File: config.mk
export PLATFORM = sky130hd
export DESIGN_NAME = axil2native_adapter
export DESIGN_NICKNAME = d
export VERILOG_FILES = /design/src/rtl/axil2native_adapter.sv
export SDC_FILE = /design/constraint.sdc
export NUM_CORES = 1
export LEC_CHECK = 0
export BUFFER_PORTS_ARGS = -buffer_cell sky130_fd_sc_hd__buf_2
export CAP_MARGIN = 25
export CORE_MARGIN = 1
export CORE_UTILIZATION = 45
export DETAILED_ROUTE_END_ITERATION = 16
export PLACE_DENSITY = 0.76
export SLEW_MARGIN = 0
export SYNTH_ARGS = -nofsm -noshare
export SYNTH_HDL_FRONTEND = slang
export SYNTH_SLANG_ARGS = --single-unit
export TNS_END_PERCENT = 5
File: constraint.sdc
create_clock -name clk -period 4 [get_ports clk]
set_input_delay 0.8 -clock clk [delete_from_list [all_inputs] [get_ports clk]]
set_output_delay 0.8 -clock clk [all_outputs]
set_load 0.02 [all_outputs]
File: src/rtl/axil2native_adapter.sv
// AXI4-Lite slave to native-bus master bridge: one native request per accepted
// AXI-Lite read or write, with AW/W buffering and held B/R responses.
module axil2native_adapter #(
    parameter int DATA_WIDTH = 32,
    parameter int ADDR_WIDTH = 32,
    parameter int STRB_WIDTH = DATA_WIDTH / 8
) (
    input  logic                  clk,
    input  logic                  rst,
    input  logic                  s_axi_awvalid,
    output logic                  s_axi_awready,
    input  logic [ADDR_WIDTH-1:0] s_axi_awaddr,
    input  logic [2:0]            s_axi_awprot,
    input  logic                  s_axi_wvalid,
    output logic                  s_axi_wready,
    input  logic [DATA_WIDTH-1:0] s_axi_wdata,
    input  logic [STRB_WIDTH-1:0] s_axi_wstrb,
    output logic                  s_axi_bvalid,
    input  logic                  s_axi_bready,
    output logic [1:0]            s_axi_bresp,
    input  logic                  s_axi_arvalid,
    output logic                  s_axi_arready,
    input  logic [ADDR_WIDTH-1:0] s_axi_araddr,
    input  logic [2:0]            s_axi_arprot,
    output logic                  s_axi_rvalid,
    input  logic                  s_axi_rready,
    output logic [DATA_WIDTH-1:0] s_axi_rdata,
    output logic [1:0]            s_axi_rresp,
    output logic                  native_valid,
    output logic                  native_instr,
    input  logic                  native_ready,
    output logic [ADDR_WIDTH-1:0] native_addr,
    output logic [DATA_WIDTH-1:0] native_wdata,
    output logic [STRB_WIDTH-1:0] native_wstrb,
    input  logic [DATA_WIDTH-1:0] native_rdata
);

    typedef enum logic [2:0] {IDLE, WRITE, READ, WRESP, RRESP} state_t;

    state_t                state_q, state_d;
    logic                  aw_full_q, aw_full_d;
    logic                  w_full_q, w_full_d;
    logic                  prefer_rd_q, prefer_rd_d;
    logic [ADDR_WIDTH-1:0] awaddr_q, awaddr_d;
    logic [DATA_WIDTH-1:0] wdata_q, wdata_d;
    logic [STRB_WIDTH-1:0] wstrb_q, wstrb_d;
    logic                  nvalid_q, nvalid_d;
    logic                  ninstr_q, ninstr_d;
    logic [ADDR_WIDTH-1:0] naddr_q, naddr_d;
    logic [DATA_WIDTH-1:0] nwdata_q, nwdata_d;
    logic [STRB_WIDTH-1:0] nwstrb_q, nwstrb_d;
    logic                  bvalid_q, bvalid_d;
    logic                  rvalid_q, rvalid_d;
    logic [DATA_WIDTH-1:0] rdata_q, rdata_d;
    logic                  write_ready;
    logic                  unused_prot;

    assign unused_prot   = ^{s_axi_awprot, s_axi_arprot[1:0]};
    assign write_ready   = aw_full_q && w_full_q;

    // A buffered write blocks reads only when it is the write's turn to win
    assign s_axi_awready = !aw_full_q;
    assign s_axi_wready  = !w_full_q;
    assign s_axi_arready = (state_q == IDLE) && (!write_ready || prefer_rd_q);

    assign s_axi_bvalid  = bvalid_q;
    assign s_axi_bresp   = 2'b00;
    assign s_axi_rvalid  = rvalid_q;
    assign s_axi_rdata   = rdata_q;
    assign s_axi_rresp   = 2'b00;
    assign native_valid  = nvalid_q;
    assign native_instr  = ninstr_q;
    assign native_addr   = naddr_q;
    assign native_wdata  = nwdata_q;
    assign native_wstrb  = nwstrb_q;

    always_comb begin
        state_d     = state_q;
        aw_full_d   = aw_full_q;
        w_full_d    = w_full_q;
        prefer_rd_d = prefer_rd_q;
        awaddr_d    = awaddr_q;
        wdata_d     = wdata_q;
        wstrb_d     = wstrb_q;
        nvalid_d    = nvalid_q;
        ninstr_d    = ninstr_q;
        naddr_d     = naddr_q;
        nwdata_d    = nwdata_q;
        nwstrb_d    = nwstrb_q;
        bvalid_d    = bvalid_q;
        rvalid_d    = rvalid_q;
        rdata_d     = rdata_q;

        if (s_axi_awvalid && !aw_full_q) begin
            aw_full_d = 1'b1;
            awaddr_d  = s_axi_awaddr;
        end
        if (s_axi_wvalid && !w_full_q) begin
            w_full_d = 1'b1;
            wdata_d  = s_axi_wdata;
            wstrb_d  = s_axi_wstrb;
        end

        case (state_q)
            IDLE: begin
                if (write_ready && !(prefer_rd_q && s_axi_arvalid)) begin
                    state_d  = WRITE;
                    nvalid_d = 1'b1;
                    naddr_d  = awaddr_q;
                    nwdata_d = wdata_q;
                    nwstrb_d = wstrb_q;
                    ninstr_d = 1'b0;
                end else if (s_axi_arvalid && s_axi_arready) begin
                    state_d  = READ;
                    nvalid_d = 1'b1;
                    naddr_d  = s_axi_araddr;
                    nwstrb_d = '0;
                    ninstr_d = s_axi_arprot[2];
                end
            end
            WRITE: begin
                if (native_ready) begin
                    state_d     = WRESP;
                    nvalid_d    = 1'b0;
                    bvalid_d    = 1'b1;
                    aw_full_d   = 1'b0;
                    w_full_d    = 1'b0;
                    prefer_rd_d = 1'b1;
                end
            end
            READ: begin
                if (native_ready) begin
                    state_d     = RRESP;
                    nvalid_d    = 1'b0;
                    rvalid_d    = 1'b1;
                    rdata_d     = native_rdata;
                    prefer_rd_d = 1'b0;
                end
            end
            WRESP: begin
                if (s_axi_bready) begin
                    state_d  = IDLE;
                    bvalid_d = 1'b0;
                end
            end
            RRESP: begin
                if (s_axi_rready) begin
                    state_d  = IDLE;
                    rvalid_d = 1'b0;
                end
            end
            default: state_d = IDLE;
        endcase
    end

    // Reset drops any in-flight native request and discards buffered AW/W
    always_ff @(posedge clk) begin
        if (rst) begin
            state_q     <= IDLE;
            aw_full_q   <= 1'b0;
            w_full_q    <= 1'b0;
            prefer_rd_q <= 1'b0;
            awaddr_q    <= '0;
            wdata_q     <= '0;
            wstrb_q     <= '0;
            nvalid_q    <= 1'b0;
            ninstr_q    <= 1'b0;
            naddr_q     <= '0;
            nwdata_q    <= '0;
            nwstrb_q    <= '0;
            bvalid_q    <= 1'b0;
            rvalid_q    <= 1'b0;
            rdata_q     <= '0;
        end else begin
            state_q     <= state_d;
            aw_full_q   <= aw_full_d;
            w_full_q    <= w_full_d;
            prefer_rd_q <= prefer_rd_d;
            awaddr_q    <= awaddr_d;
            wdata_q     <= wdata_d;
            wstrb_q     <= wstrb_d;
            nvalid_q    <= nvalid_d;
            ninstr_q    <= ninstr_d;
            naddr_q     <= naddr_d;
            nwdata_q    <= nwdata_d;
            nwstrb_q    <= nwstrb_d;
            bvalid_q    <= bvalid_d;
            rvalid_q    <= rvalid_d;
            rdata_q     <= rdata_d;
        end
    end

endmodule

-- Word level (Yosys, flattened, before mapping)
Cells that the tools add are included.
- input bits: 146
- register bits: 178
- logic and storage cells: 81
- output and inout port bits: 111
- reductions and logical operators: 27
- equal/unequal tests: 10
- muxes and demuxes: 29
- operators with widths (cell ; count):
    2-to-1 mux 32 bit ; 2
    2-to-1 mux 3 bit ; 6
    case mux 3 bit (5 select lines) ; 1
    2-to-1 mux 1 bit ; 14
    AND reduction 3 bit ; 4
    nonzero test 2 bit ; 5
    2-to-1 mux 4 bit ; 2
    != test 2 bit (second input constant) ; 4
    case mux 1 bit (2 select lines) ; 4
    logical AND 1 bit ; 7
    equality test 3 x 2 -> 1 bit (second input constant) ; 2
    AND reduction 2 bit ; 3
    AND reduction 5 bit ; 1
    zero test 1 bit ; 4
    equality test 3 x 1 -> 1 bit (second input constant) ; 1
    equality test 3 bit (second input constant) ; 1
    zero test 3 bit ; 1
    != test 3 x 1 -> 1 bit (second input constant) ; 1
    != test 2 x 1 -> 1 bit (second input constant) ; 1
    OR reduction 2 bit ; 1
    logical OR 1 bit ; 1

-- Logic depth before layout (Yosys ltp)
Gate-level depths: netlist of run 1.
- word-level depth: 8
- depth in mapped cells: 6
- gate-level depth less buffers: 3

-- Worst setup path after synthesis of run 1
No wires, ideal clock.
- path type: reg-to-output
- start point: register state_q[2]
- end point: output s_axi_arready
- data required time: 3200 ps
- arrival time: 1467 ps
- path buffers: 2
- setup slack: 1733 ps
- stages on the path, launching flop included: 5
- path through: dfxtp_1 > or3_4 > clkbuf_1 > clkbuf_1 > nor2_1
- cells in the longest elaborated chain, start to end: 2
- ends and longest elaborated chain (what ; RTL line ; RTL):
    start: declaration ; 40 ; state_t state_q, state_d;
    start signal: assignment ; 175 ; state_q <= state_d;
    zero test 3 bit ; 64 ; assign s_axi_arready = (state_q == IDLE) && (!write_ready || prefer_rd_q);
    logical AND 1 bit ; 64 ;
    end: declaration ; 22 ; output logic s_axi_arready,
Every way passes these cells.

-- Worst setup path in the final report of run 1
Same ends and word-level chain as after synthesis.

==> results of run 1 <==
## state kept, by name, summed over array words and instances, names as in the netlist
signal and cells:
native_valid 1, native_wstrb 4, native_addr 32, aw_full_q 1, state_q 3, wdata_q 32
w_full_q 1, s_axi_bvalid 1, prefer_rd_q 1, awaddr_q 32, wstrb_q 4, s_axi_rvalid 1
s_axi_rdata 32, native_wdata 32, native_instr 1
## where the power goes
group / internal, W / total (W) / switching, W / leakage [nW]
clock: 0.000961 / 0.00167 / 0.000706 / 0.286
sequential: 0.00188 / 0.00194 / 0.0000662 / 1.45
combinational: 0.000221 / 0.000634 / 0.000413 / 2.01
## metrics by stage
stage	instance area (sq um)	utilization [%]	hold slack, ns	std cells
floorplan	6958	-	0.4365	831
CTS	8838	58.36	0.4527	1231
finish	8841	58.37	0.4504	1232
detailed placement	8250	54.47	0.4432	1199
global route	8841	58.37	0.4709	1232
global placement	8235	54.37	0.4387	1198
## logic make-up (layout without fill, tap and decap cells)
kind of cell	Yosys count	in the layout	synth area share, %
AND/OR/NAND/NOR	300	300	20.50
AO/OA/AOI/OAI	257	257	22.42
buffers and inverters	91	303	5.602
other	1	5	0.05398
XOR/XNOR	1	1	0.1261
flip-flops	178	178	51.30
## cell usage in the layout, fill, tap and decap left out, types with 3 or more instances in the layout
cell         n
clkbuf_16   17
conb_1       4
buf_4       18
a21oi_1    175
nand2b_1    34
a221o_1     32
inv_1        5
buf_2      246
nand4_1     37
nand2_1    205
o31ai_1     33
clkinv_2     3
dfxtp_1    178
o21ai_0      7
## final timing paths
path	slack (ns)	end	start
setup / recovery	1.26	s_axi_arready	state_q[2]
hold / removal	0.45	s_axi_rdata[30]	s_axi_rdata[30]
setup reg to reg	1.80	native_addr[25]	state_q[2]
hold reg to reg	0.45	s_axi_rdata[30]	s_axi_rdata[30]
## synthesized netlist by cell type, types with 2 or more instances
library cell / count
nand4_1: 37
nand3b_1: 2
nand2_1: 205
buf_2: 8
nand2b_1: 34
buf_6: 3
o31ai_1: 33
a21oi_1: 175
inv_1: 5
nor2b_1: 3
or3b_2: 2
dfxtp_1: 178
and3b_1: 2
buf_1: 4
o21a_1: 2
a211oi_1: 2
clkbuf_1: 67
nor3b_1: 2
buf_4: 4
a221o_1: 32
and2_1: 2
o21ai_0: 7
nor2_1: 2
## worst max-delay path, stage by stage, from the launching register on
cell and delay (ns):
dfxtp_1 0.48, or3_4 0.68, nor2_1 0.16, buf_2 0.19
## area by class of cell
cell class	count	share of cell area [%]
Multi-Input combinational cell	562	34.29
Tap cell	188	2.661
Clock buffer	21	5.208
Sequential cell	178	40.31
Timing Repair Buffer	266	15.85
Antenna cell	1	0.02830
Inverter	5	0.2123
Clock inverter	11	1.444
## metal layers
| layer | wire, um | share of wire, % | vias to the layer above | global-route usage, % |
|---|---|---|---|---|
| li1 | - | - | 3282 | - |
| met1 | 8480 | 43 | 3092 | 30.63 |
| met2 | 9467 | 48 | 255 | 40.04 |
| met3 | 1352 | 6.8 | 33 | 6.967 |
| met4 | 518 | 2.6 | 4 | 10.84 |
| met5 | 27 | 0.14 | - | 0 |
==> summary.md, run 1 <==
| Metric | Value |
|---|---|
| Die width | 126.2 um |
| Cell Rows | 45 |
| Max_cap viols | 0 |
| Crit end category | output pin |
| Die Area | 15,940 sq um |
| GPL Wtd Cong | 0.7642 |
| Synthesized area per cell | 8.390 sq um |
| CTS buffer count | 17 |
| IO buf count | 247 |
| Post-CTS Resized | 0 |
| Clock Pin Slew Worst Setup and Hold Paths | 0.06 ns |
| Cells after Synth | 828 |
| Pin count of the biggest net entering global routing | 61 |
| FF+latch area | 3563 sq um |
| Max Clk Rate | 365.2 MHz |
| Setup TNS | 0 ns |
| DR iter-0 viols | 458 |
| Synth cell types | 40 |
| Final Skew | 0.006753 ns |
| Max VDD drop | 0.2984 mV |
| Post-synth EDFFs | 0 |
| Slew Viols, Final | 0 |
| CTS H-tree depth | 4 |
| RSZ-0062 raised after global routing | no |
| Power density cells | 480.1 nW/um^2 |
| Synth top area cells | dfxtp_1 (51%), a21oi_1 (13%), nand2_1 (11%), a221o_1 (4.6%), clkbuf_1 (3.6%) |
| Clk Latency, worst-skew pair | 0.42 ns |
| Worst min path class | register to register |
| Setup WS post-layout | 1.262 ns |
| DR pass1 iterations | 5 |
| CTS root buffer | clkbuf_16 |
| CTS Buffer Depth | 2 |
| Routed WL | 19,850 um |
| Final-stage net count | 1,176 |
| Post-place setup slack | 1.692 ns |
| Ports | 257 |
| Slew margin rel. | 51.34% |
| Hold Path Depth | 2 |
| GRT Residual Overflow | 0 |
| Max FO, Critical Path | 40 |
| P_leak | 3.745 nW |
| First-pass GRT wire length | 31,330 um |
| Multi-input gate area | 3032 sq um |
| Post-route minimum period | 2.738 ns |
| Synth async-reset ratio | 0% |
| Die Y | 126.2 um |
| Initial antenna violation count | 3 |
| Post-CTS setup buffers | 0 |
| Actual slew at the worst max-slew pin | 0.7281 ns |
| Layout cells sized above 1 | 29.34% |
| Startpoint types | register |
| CTS tree | built |
| Dominant synthesized flop cell | dfxtp_1 |
| Final setup viols | 0 |
| Clock sink total | 178 |
| ANT nets after route | 0 |
| DR DRC count | 0 |
| Synth warn | 0 |
| Final Hold Fails | 0 |
| Final period utilization | 68.46% |
| Via count | 6,666 |
| Leading area contributor after synthesis | dfxtp_1 |
| DR WL/cell | 16.11 um |
| Status | completed |
| Worst Reg-to-Reg Cells | 4 |
| Required time worst endpoint | 3.20 ns |
| Core area | 15,150 sq um |
| Vias in the first global route | 6,211 |
| Cell area after synthesis | 6947 sq um |
| Dpl hpwl | 12,510 um |
| Synth top area share | 51.30% |
| Critical path type | register to output pin |
| Synth-to-layout area growth | 27.27% |
| Total Routing Usage GR | 24.70% |
| Hold-fix buffers, CTS | 0 |
| Flops & latches, synth | 178 |
| CP Data Arrival Time | 1.94 ns |
| Via density | 5.411 |
| Initial Util | 45.87% |
| Sequential share of the synthesized area | 51.30% |
| Total chip power | 0.004245 W |
| Fill count | 1,421 |
Note: power is estimated with default switching activity, not from simulation.
==> run 2: changes to the inputs <==
==> constraint.sdc (replaced) <==
create_clock -name clk -period 2.9 [get_ports clk]
set_input_delay 0.58 -clock clk [delete_from_list [all_inputs] [get_ports clk]]
set_output_delay 0.58 -clock clk [all_outputs]
set_load 0.02 [all_outputs]
==> run 2 against run 1 <==
Net effect: cell count barely moved; register-to-register slack got worse by 1.1 ns; utilization barely moved; die area unchanged; highest routed layer unchanged.
==> summary.md, run 2 (same netlist as run 1, synthesis figures left out) <==
| Metric | Value |
|---|---|
| GPL Wtd Cong | 0.8031 (+5.1%) |
| Layout cells sized above 1 | 29.53% (+0.19 points) |
| GRT Residual Overflow | 0 (unchanged) |
| R2r startpoint | state_q[2] |
| Placed cells | 1,199 (unchanged) |
| Max Clk Rate | 400.3 MHz |
| Crit-path cells | or3_4 -> nor2_1 -> buf_2 |
| Hold-fix buffers, CTS | 0 (unchanged) |
| Antenna cells | 0 (-1) |
| CTS buffer count | 17 (unchanged) |
| Clock sink total | 178 (unchanged) |
| Clk Latency, worst-skew pair | 0.42 ns (about the same) |
| Power density cells | 652.3 nW/um^2 (+36%) |
| Hold worst-path end | native_addr[8] |
| Max VDD drop | 0.3881 mV (+30%) |
| Die Area | 15,940 sq um (unchanged) |
| R2R setup slack | 0.74 ns (-1.06 ns) |
| RSZ-0062 raised after global routing | no |
| Hold Path Depth | 2 (unchanged) |
| DR pass1 iterations | 4 (-1) |
| Core area | 15,150 sq um (unchanged) |
| CTS root buffer | clkbuf_16 |
| Post-CTS Resized | 0 (unchanged) |
| Max FO, Critical Path | 40 (unchanged) |
| Initial Util | 45.87% (unchanged) |
| Reg2reg end | native_addr[18] |
| Final period utilization | 86.15% |
| Final setup viols | 0 (unchanged) |
| Post-CTS setup buffers | 0 (unchanged) |
| Via count | 6,670 (+0.060%) |
| Required time worst endpoint | 2.32 ns (-0.88 ns) |
| DR DRC count | 0 (unchanged) |
| Dpl hpwl | 12,510 um (about the same) |
| Routed WL | 19,450 um (-2.0%) |
| Cell Rows | 45 (unchanged) |
| Worst min path class | input pin to register |
| Crit end category | output pin |
| CTS tree | built |
| Ports | 257 (unchanged) |
| First-pass GRT wire length | 31,060 um (-0.86%) |
| Clock Pin Slew Worst Setup and Hold Paths | 0.07 ns (about the same) |
| Final Skew | 0.008462 ns (+0.001709 ns) |
| Most frequent cells in the layout | buf_2 (246), nand2_1 (205), dfxtp_1 (178), a21oi_1 (175), nand4_1 (37) |
| Slew Viols, Final | 0 (unchanged) |
| Slew margin rel. | 58.83% (+7.5 points) |
| Die Y | 126.2 um (unchanged) |
| CTS H-tree depth | 4 (unchanged) |
| Die width | 126.2 um (unchanged) |
| Hold_sp | s_axi_araddr[8] |
| Status | completed |
| CTS Buffer Depth | 2 (unchanged) |
| Critical path type | register to output pin |
| Setup TNS | 0 ns (unchanged) |
| Vias in the first global route | 6,162 (-0.79%) |
| P_leak | 3.750 nW (+0.14%) |
| DR WL/cell | 15.80 um (-1.9%) |
| Max_cap viols | 0 (unchanged) |
| Startpoint types | register |
| Synth-to-layout area growth | 27.29% (about the same) |
| Critical-path top delay cell | or3_4 |
| Final Hold Fails | 0 (unchanged) |
| Total Routing Usage GR | 24.39% (-0.31 points) |
| CP Data Arrival Time | 1.92 ns (-0.02 ns) |
| Final Non-Filler Cells | 1,231 (-0.081%) |
| CP max stage delay | 0.68 ns (about the same) |
| Post-route minimum period | 2.498 ns |
| IO buf count | 247 (unchanged) |
| Via density | 5.418 (+0.14%) |
| DR iter-0 viols | 416 (-9.2%) |
| Worst Reg-to-Reg Cells | 4 (unchanged) |
| Pin count of the biggest net entering global routing | 77 (+26%) |
| Final-stage net count | 1,176 (unchanged) |
| Actual slew at the worst max-slew pin | 0.6175 ns (-0.1106 ns) |
| Initial antenna violation count | 1 (-2) |
| Most common cell after layout, fill and taps aside | buf_2 |
| ANT nets after route | 0 (unchanged) |
## run 2: changes by cell type in the layout (fill, tap and decap cells not counted), moves of 2 or more
cell / delta
clkbuf_1: -2
buf_12: +2
inv_6: -2
clkinv_2: +2
clkinv_4: +2
## run 2: worst max path at each step
stage / slack (ns) / cells after the start / startpoint / to
5_1_grt: 0.26 / 3 / state_q[2] / s_axi_arready
3_5_place_dp: 0.78 / 4 / state_q[2] / native_addr[18]
3_3_place_gp: 0.79 / 4 / state_q[2] / native_addr[6]
4_1_cts: 0.37 / 3 / state_q[2] / s_axi_arready
2_1_floorplan: 0.85 / 4 / state_q[2] / s_axi_arready
6_report: 0.40 / 3 / state_q[2] / s_axi_arready
## run 2: routing by layer
metal  GRT usage [%]  part of all wire [%]  vias up
met3           6.839                   6.9       31
met5               0                 0.067        -
met1           30.66                    43     3105
met4           9.142                   2.2        2
li1                -                     -     3288
met2           39.78                    48      244
## run 2: layout make-up
cell class	count	area (sq um)
inverter	5	18.77
fill	1410	6304
sequential	178	3563
clock buffer	20	466.7
multi-input combinational	562	3032
tap	188	235.2
timing repair buffer	266	1419
clock inverter	12	107.6
## run 2: worst max-delay path, delay by kind of cell (launching register included)
kind,cells,cell delay [ns]
simple gates,2,0.84
buf+inv,1,0.19
flops,1,0.47
## run 2: stage by stage
step / setup slack [ns] / hold slack, ns / power [W] / utilization [%] / instance area [sq um]
after CTS: 0.3668 / 0.3578 / 0.005817 / 58.38 / 8842
after global routing: 0.2620 / 0.3647 / 0.006009 / 58.38 / 8842
final: 0.4017 / 0.3787 / 0.005767 / 58.38 / 8842
after detailed placement: 0.7765 / 0.4430 / 0.003601 / 54.59 / 8268
after floorplan: 0.8532 / 0.4365 / 0.003271 / - / 6958
after global placement: 0.7923 / 0.4383 / 0.003586 / 54.59 / 8268
## run 2: power breakdown
part / internal (W) / switching, W / total (W)
logic: 0.000303 / 0.000569 / 0.000871
clock network: 0.00125 / 0.000962 / 0.00222
registers: 0.00259 / 0.0000906 / 0.00268
total: 0.00415 / 0.00162 / 0.00577
